[config.mk]
export PLATFORM = sky130hd
export DESIGN_NAME = divider_iter
export DESIGN_NICKNAME = d
export VERILOG_FILES = /design/src/rtl/divider_pkg.sv /design/src/rtl/div_step.sv /design/src/rtl/divider_iter.sv
export SDC_FILE = /design/constraint.sdc
export NUM_CORES = 1
export LEC_CHECK = 0
export ABC_AREA = 1
export CAP_MARGIN = 40
export CORE_MARGIN = 5
export CORE_UTILIZATION = 40
export CTS_BUF_LIST = sky130_fd_sc_hd__clkbuf_8
export DETAILED_ROUTE_END_ITERATION = 6
export PLACE_DENSITY = 0.72
export SLEW_MARGIN = 20
export SYNTH_ARGS = -nofsm -noshare
export SYNTH_HDL_FRONTEND = slang
export SYNTH_SLANG_ARGS = --single-unit
[constraint.sdc]
create_clock -name clk -period 2.35 [get_ports clk]
set_input_delay 0.47 -clock clk [delete_from_list [all_inputs] [get_ports clk]]
set_output_delay 0.47 -clock clk [all_outputs]
set_load 0.01 [all_outputs]
[src/rtl/divider_pkg.sv]
// Shared types and defaults for the iterative divider slice.
package divider_pkg;

    typedef enum logic [1:0] {
        IDLE = 2'd0,
        BUSY = 2'd1,
        DONE = 2'd2
    } div_state_e;

    localparam int DIV_DEFAULT_WIDTH = 32;

endpackage

[src/rtl/div_step.sv]
// One radix-2 restoring division step: shift in the next dividend bit,
// trial-subtract the divisor, keep the difference if it did not go negative.
module div_step #(
    parameter int DATA_WIDTH = 32
) (
    input  logic [DATA_WIDTH-1:0] rem_in,
    input  logic                  next_bit,
    input  logic [DATA_WIDTH-1:0] divisor,
    output logic [DATA_WIDTH-1:0] rem_out,
    output logic                  q_bit
);

    logic [DATA_WIDTH:0] shifted;

    // The true difference is below the divisor, so modulo-2^W subtraction is exact.
    always_comb begin
        shifted = {rem_in, next_bit};
        q_bit   = (shifted >= {1'b0, divisor});
        rem_out = q_bit ? (shifted[DATA_WIDTH-1:0] - divisor) : shifted[DATA_WIDTH-1:0];
    end

endmodule

[src/rtl/divider_iter.sv]
// Iterative unsigned 2W/W restoring divider, one quotient bit per enabled clock.
// Define DIVIDER_ITER_EARLY_ERR_EN to skip the iterations for error cases.
module divider_iter
    import divider_pkg::*;
#(
    parameter int DATA_WIDTH = DIV_DEFAULT_WIDTH
) (
    input  logic                    clk,
    input  logic                    rstn,
    input  logic                    en,
    input  logic                    in_valid,
    output logic                    in_ready,
    input  logic [2*DATA_WIDTH-1:0] dividend,
    input  logic [DATA_WIDTH-1:0]   divisor,
    output logic                    out_valid,
    input  logic                    out_ready,
    output logic [DATA_WIDTH-1:0]   quotient,
    output logic [DATA_WIDTH-1:0]   remainder,
    output logic                    err
);

    localparam int CNT_W = $clog2(DATA_WIDTH) + 1;
    localparam logic [CNT_W-1:0] LAST_ITER = CNT_W'(DATA_WIDTH - 1);

    div_state_e            state_q, state_d;
    logic [CNT_W-1:0]      cnt_q, cnt_d;
    logic [DATA_WIDTH-1:0] rem_q, rem_d;
    logic [DATA_WIDTH-1:0] quo_q, quo_d;
    logic [DATA_WIDTH-1:0] div_q, div_d;
    logic                  err_flag_q, err_flag_d;
    logic                  out_valid_q, out_valid_d;
    logic [DATA_WIDTH-1:0] quotient_q, quotient_d;
    logic [DATA_WIDTH-1:0] remainder_q, remainder_d;
    logic                  err_q, err_d;

    logic [DATA_WIDTH-1:0] step_rem;
    logic                  step_bit;
    logic                  in_err;

    div_step #(
        .DATA_WIDTH(DATA_WIDTH)
    ) u_step (
        .rem_in  (rem_q),
        .next_bit(quo_q[DATA_WIDTH-1]),
        .divisor (div_q),
        .rem_out (step_rem),
        .q_bit   (step_bit)
    );

    assign in_err = (divisor == '0) || (dividend[2*DATA_WIDTH-1:DATA_WIDTH] >= divisor);

    always_comb begin
        state_d     = state_q;
        cnt_d       = cnt_q;
        rem_d       = rem_q;
        quo_d       = quo_q;
        div_d       = div_q;
        err_flag_d  = err_flag_q;
        out_valid_d = out_valid_q;
        quotient_d  = quotient_q;
        remainder_d = remainder_q;
        err_d       = err_q;
        unique case (state_q)
            IDLE: begin
                if (in_valid) begin
                    div_d      = divisor;
                    rem_d      = dividend[2*DATA_WIDTH-1:DATA_WIDTH];
                    quo_d      = dividend[DATA_WIDTH-1:0];
                    cnt_d      = '0;
                    err_flag_d = in_err;
                    state_d    = BUSY;
`ifdef DIVIDER_ITER_EARLY_ERR_EN
                    if (in_err) state_d = DONE;
`endif
                end
            end
            BUSY: begin
                rem_d = step_rem;
                quo_d = {quo_q[DATA_WIDTH-2:0], step_bit};
                cnt_d = cnt_q + CNT_W'(1);
                if (cnt_q == LAST_ITER) state_d = DONE;
            end
            DONE: begin
                // First DONE cycle commits the result; out_valid rises one edge later.
                if (!out_valid_q) begin
                    out_valid_d = 1'b1;
                    quotient_d  = err_flag_q ? '1 : quo_q;
                    remainder_d = err_flag_q ? '0 : rem_q;
                    err_d       = err_flag_q;
                end else if (out_ready) begin
                    out_valid_d = 1'b0;
                    state_d     = IDLE;
                end
            end
            default: state_d = IDLE;
        endcase
    end

    always_ff @(posedge clk or negedge rstn) begin
        if (!rstn) begin
            state_q     <= IDLE;
            cnt_q       <= '0;
            rem_q       <= '0;
            quo_q       <= '0;
            div_q       <= '0;
            err_flag_q  <= 1'b0;
            out_valid_q <= 1'b0;
            quotient_q  <= '0;
            remainder_q <= '0;
            err_q       <= 1'b0;
        end else if (en) begin
            state_q     <= state_d;
            cnt_q       <= cnt_d;
            rem_q       <= rem_d;
            quo_q       <= quo_d;
            div_q       <= div_d;
            err_flag_q  <= err_flag_d;
            out_valid_q <= out_valid_d;
            quotient_q  <= quotient_d;
            remainder_q <= remainder_d;
            err_q       <= err_d;
        end
    end

    assign in_ready  = (state_q == IDLE);
    assign out_valid = out_valid_q;
    assign quotient  = quotient_q;
    assign remainder = remainder_q;
    assign err       = err_q;

endmodule

==> flow_metrics.py <==
metrics = {
    "logic_synthesis": {
        "netlist_top_cells_area": "sky130_fd_sc_hd__dfrtp_1 (39%), sky130_fd_sc_hd__nand2_1 (14%), sky130_fd_sc_hd__inv_1 (8.4%), sky130_fd_sc_hd__ha_1 (7.5%), sky130_fd_sc_hd__a21oi_1 (7.4%)",
        "syn_inst": 1550,
        "synth-adder-area-share": 0.07654,
        "synth_cell_types": 43,
        "synth-xor-area-share": 0.006436,
        "synth_area_sq_mm": 0.01089,
        "syn_avg_cell_area_sq_um": 7.024,
        "yosys.area.top_type": "sky130_fd_sc_hd__dfrtp_1",
        "synth_compound_area_frac": 0.1409,
        "synth_top_family_by_area": "simple AND/OR/NAND/NOR gates",
        "synth-seq-cells": 171,
        "yosysWarnings": 0,
        "yosys-mux-area-fraction": 0.001034,
        "synthDominantCellAreaShare": 0.3931,
        "synth-seq-area-share": 0.3931,
        "syn-num-nets": 1717,
        "synth-simple-area-share": 0.2673,
    },
    "grt": {
        "pin_count_of_the_biggest_net_entering_global_routing": 64,
        "globalRoute.totalOverflow": 0,
        "antenna_found_initial": 0,
        "first_global_vias": 10420,
        "grt_first_pass_wirelength_mm": 55.29,
        "gr-usage-all-layers": 0.2226,
    },
    "status": {
        "status": "completed",
    },
    "place": {
        "buffer_ports.inserted": 167,
        "place_congestion": 0.9090,
        "preCtsSetupSlack_ns": -0.1765,
        "placed_cell_area_sq_mm": 0.01328,
        "hpwl_mm": 26.22,
    },
    "worst_setup_path": {
        "critical_path_data_arrival_time_ns": 2.67,
        "kind_of_end_point_of_the_critical_path": "flip-flop",
        "cp_data_required_time_ns": 2.75,
        "path_max_fanout": 6,
        "worst-setup-path-type": "reg2reg",
        "regToRegSetupSlack_ns": 0.08,
        "worstSetupStartpointType": "flip-flop",
    },
    "clocking": {
        "worst_setup_hold_path_clk_slew_ns": 0.10,
        "cts-htree-levels": 4,
        "cts-buffers-inserted": 17,
        "clock_tree.buffer_depth": 2,
        "worstSkewPairLatency_ns": 0.47,
        "numClockSinks": 171,
        "cts_tree": "yes",
        "cell_at_the_root_of_the_clock_tree": "sky130_fd_sc_hd__clkbuf_8",
    },
    "timing": {
        "report.final.setup_viol": 0,
        "fin_ws_ns": 0.08236,
        "timing_worst_slew_pin_value_ns": 0.6500,
        "holdWs_ns": 0.4970,
        "maxClockFrequency_ghz": 0.4410,
        "finalCriticalPeriod_ns": 2.268,
        "timing.final.crit_share": 0.9650,
        "max_slew_margin": 0.5660,
        "hold_viol": 0,
        "fin_worst_skew_ns": 0.01575,
        "timing_max_transition_violations_final": 0,
    },
    "layout": {
        "register_area_sq_mm": 0.004282,
        "flow.area_growth_from_synthesis_pct": 32.79,
        "most_common_cell_after_layout_fill_and_taps_aside": "sky130_fd_sc_hd__nand2_1",
        "fillCellCount": 2555,
        "fin_area_sq_mm": 0.01446,
        "fraction_of_layout_instances_using_a_drive_strength_above_1": 0.1316,
        "antenna_cells": 0,
        "final_net_count": 1917,
        "final_core_utilization": 0.5379,
        "layout_common_cells": "sky130_fd_sc_hd__nand2_1 (380), sky130_fd_sc_hd__inv_1 (237), sky130_fd_sc_hd__dfrtp_1 (169)",
        "area_of_combinational_cells_with_multiple_inputs_sq_mm": 0.005952,
    },
    "pwr": {
        "ratio_of_total_power_to_cell_area_mw_per_mm2": 1574,
        "fin_total_pwr_w": 0.02275,
        "power.static_leakage_nw": 7.116,
        "vdd_drop_max_uv": 583.2,
    },
    "routing": {
        "detail_route.first_pass.iterations": 6,
        "drtAntennaViolNets": 0,
        "route.detailed.wl_per_inst_um": 16.80,
        "drt-total-wl_mm": 35.35,
        "route.detailed.vias_per_inst": 5.121,
        "drt-initial-drc-count": 986,
        "drc": 0,
        "vias": 10780,
    },
    "die": {
        "initial_core_util": 0.4051,
        "die_x_um": 175.0,
        "die_area_sq_mm": 0.03062,
        "core_area_sq_mm": 0.02688,
        "num_rows": 60,
        "ios": 168,
        "die_y_um": 175.0,
    },
    "min_path": {
        "worstHoldPathType": "reg2reg",
    },
    "job": {
        "max_cap_viols": 0,
    },
}
## layer usage
metal,up-vias,wire length (um),track usage
met5,-,0,0
met4,0,733,0.05368
met3,40,1687,0.03267
met2,320,16680,0.3656
met1,5099,16250,0.3116
li1,5316,-,-
## per-stage QoR
step / TNS [ns] / instances
2_1_floorplan: 0 / 1550
3_3_place_gp: -0.1105 / 2058
3_5_place_dp: -0.1765 / 2058
4_1_cts: 0 / 2091
5_1_grt: -0.08503 / 2104
6_report: 0 / 2104
## sequential cells by signal (all words and copies together) (netlist names)
signal,flops
err,1
remainder,32
rem_q,32
div_q,32
cnt_q,6
out_valid,1
quotient,32
err_flag_q,1
quo_q,32
state_q,2
## cells in the mapped netlist, drive strengths merged
cell / count
a21o: 1
a21oi: 161
a22o: 3
a22oi: 31
a31oi: 1
and2: 4
and3: 1
buf: 19
clkbuf: 34
clkinv: 6
dfrtp: 171
fa: 1
ha: 65
inv: 262
mux2: 1
nand2: 414
nand3: 84
nand3b: 5
nand4: 20
nor2: 157
nor3: 8
nor3b: 2
nor4: 3
o211ai: 1
o21a: 2
o21ai: 80
o21bai: 3
o22ai: 1
or2: 1
xnor2: 4
xor2: 4
## worst paths after layout
check | cells after the start | to | from
setup / recovery | 14 | rem_q[2] | rem_q[3]
hold / removal | 2 | remainder[10] | remainder[10]
hold reg to reg | 2 | remainder[10] | remainder[10]
max in group asynchronous | 3 | quo_q[5] | rstn
min in group asynchronous | 2 | div_q[11] | rstn
setup reg to reg | 14 | rem_q[2] | rem_q[3]
## cell families after synthesis
logic type	Yosys count
AND/OR/NAND/NOR	699
buffers and inverters	321
AO/OA/AOI/OAI	284
flip-flops	171
adder cells (fa/ha/maj)	66
XOR/XNOR	8
multiplexers	1
## where the power goes
group	internal [W]	switching, W	leakage (nW)
clock network	0.000832	0.00139	0.211
logic	0.00642	0.00885	4.90
registers	0.00433	0.000938	2.01
total	0.0116	0.0112	7.12
## worst max-delay path: stages (launching register included)
cell and delay, ns:
sky130_fd_sc_hd__dfrtp_1 0.42, sky130_fd_sc_hd__ha_1 0.39, sky130_fd_sc_hd__nand2_1 0.12, sky130_fd_sc_hd__nor2_1 0.18, sky130_fd_sc_hd__nand3_1 0.11, sky130_fd_sc_hd__nand3_2 0.09, sky130_fd_sc_hd__nand2_1 0.08, sky130_fd_sc_hd__nand2_2 0.09
sky130_fd_sc_hd__nand2_4 0.11, sky130_fd_sc_hd__nand2_8 0.16, sky130_fd_sc_hd__clkbuf_16 0.17, sky130_fd_sc_hd__nand3_1 0.08, sky130_fd_sc_hd__nand2_1 0.08, sky130_fd_sc_hd__nor2_1 0.04, sky130_fd_sc_hd__nor2_1 0.08
## what timing repair did
action | CTS | global route
gates resized for setup | 0 | 113
setup buffers | 0 | 9
hold endpoints to repair | 49 | 0
hold buffers | 1 | 0
endpoints found under the setup margin | 0 | 33
## cell type report
| cell class | instances | area share |
|---|---|---|
| timing repair buffer | 234 | 0.1638 |
| clock inverter | 15 | 0.01307 |
| clock buffer | 17 | 0.01618 |
| multi-input combinational | 1058 | 0.4117 |
| tap | 341 | 0.02951 |
| inverter | 268 | 0.06959 |
| sequential | 171 | 0.2962 |
(Power assumes the default switching activity.)
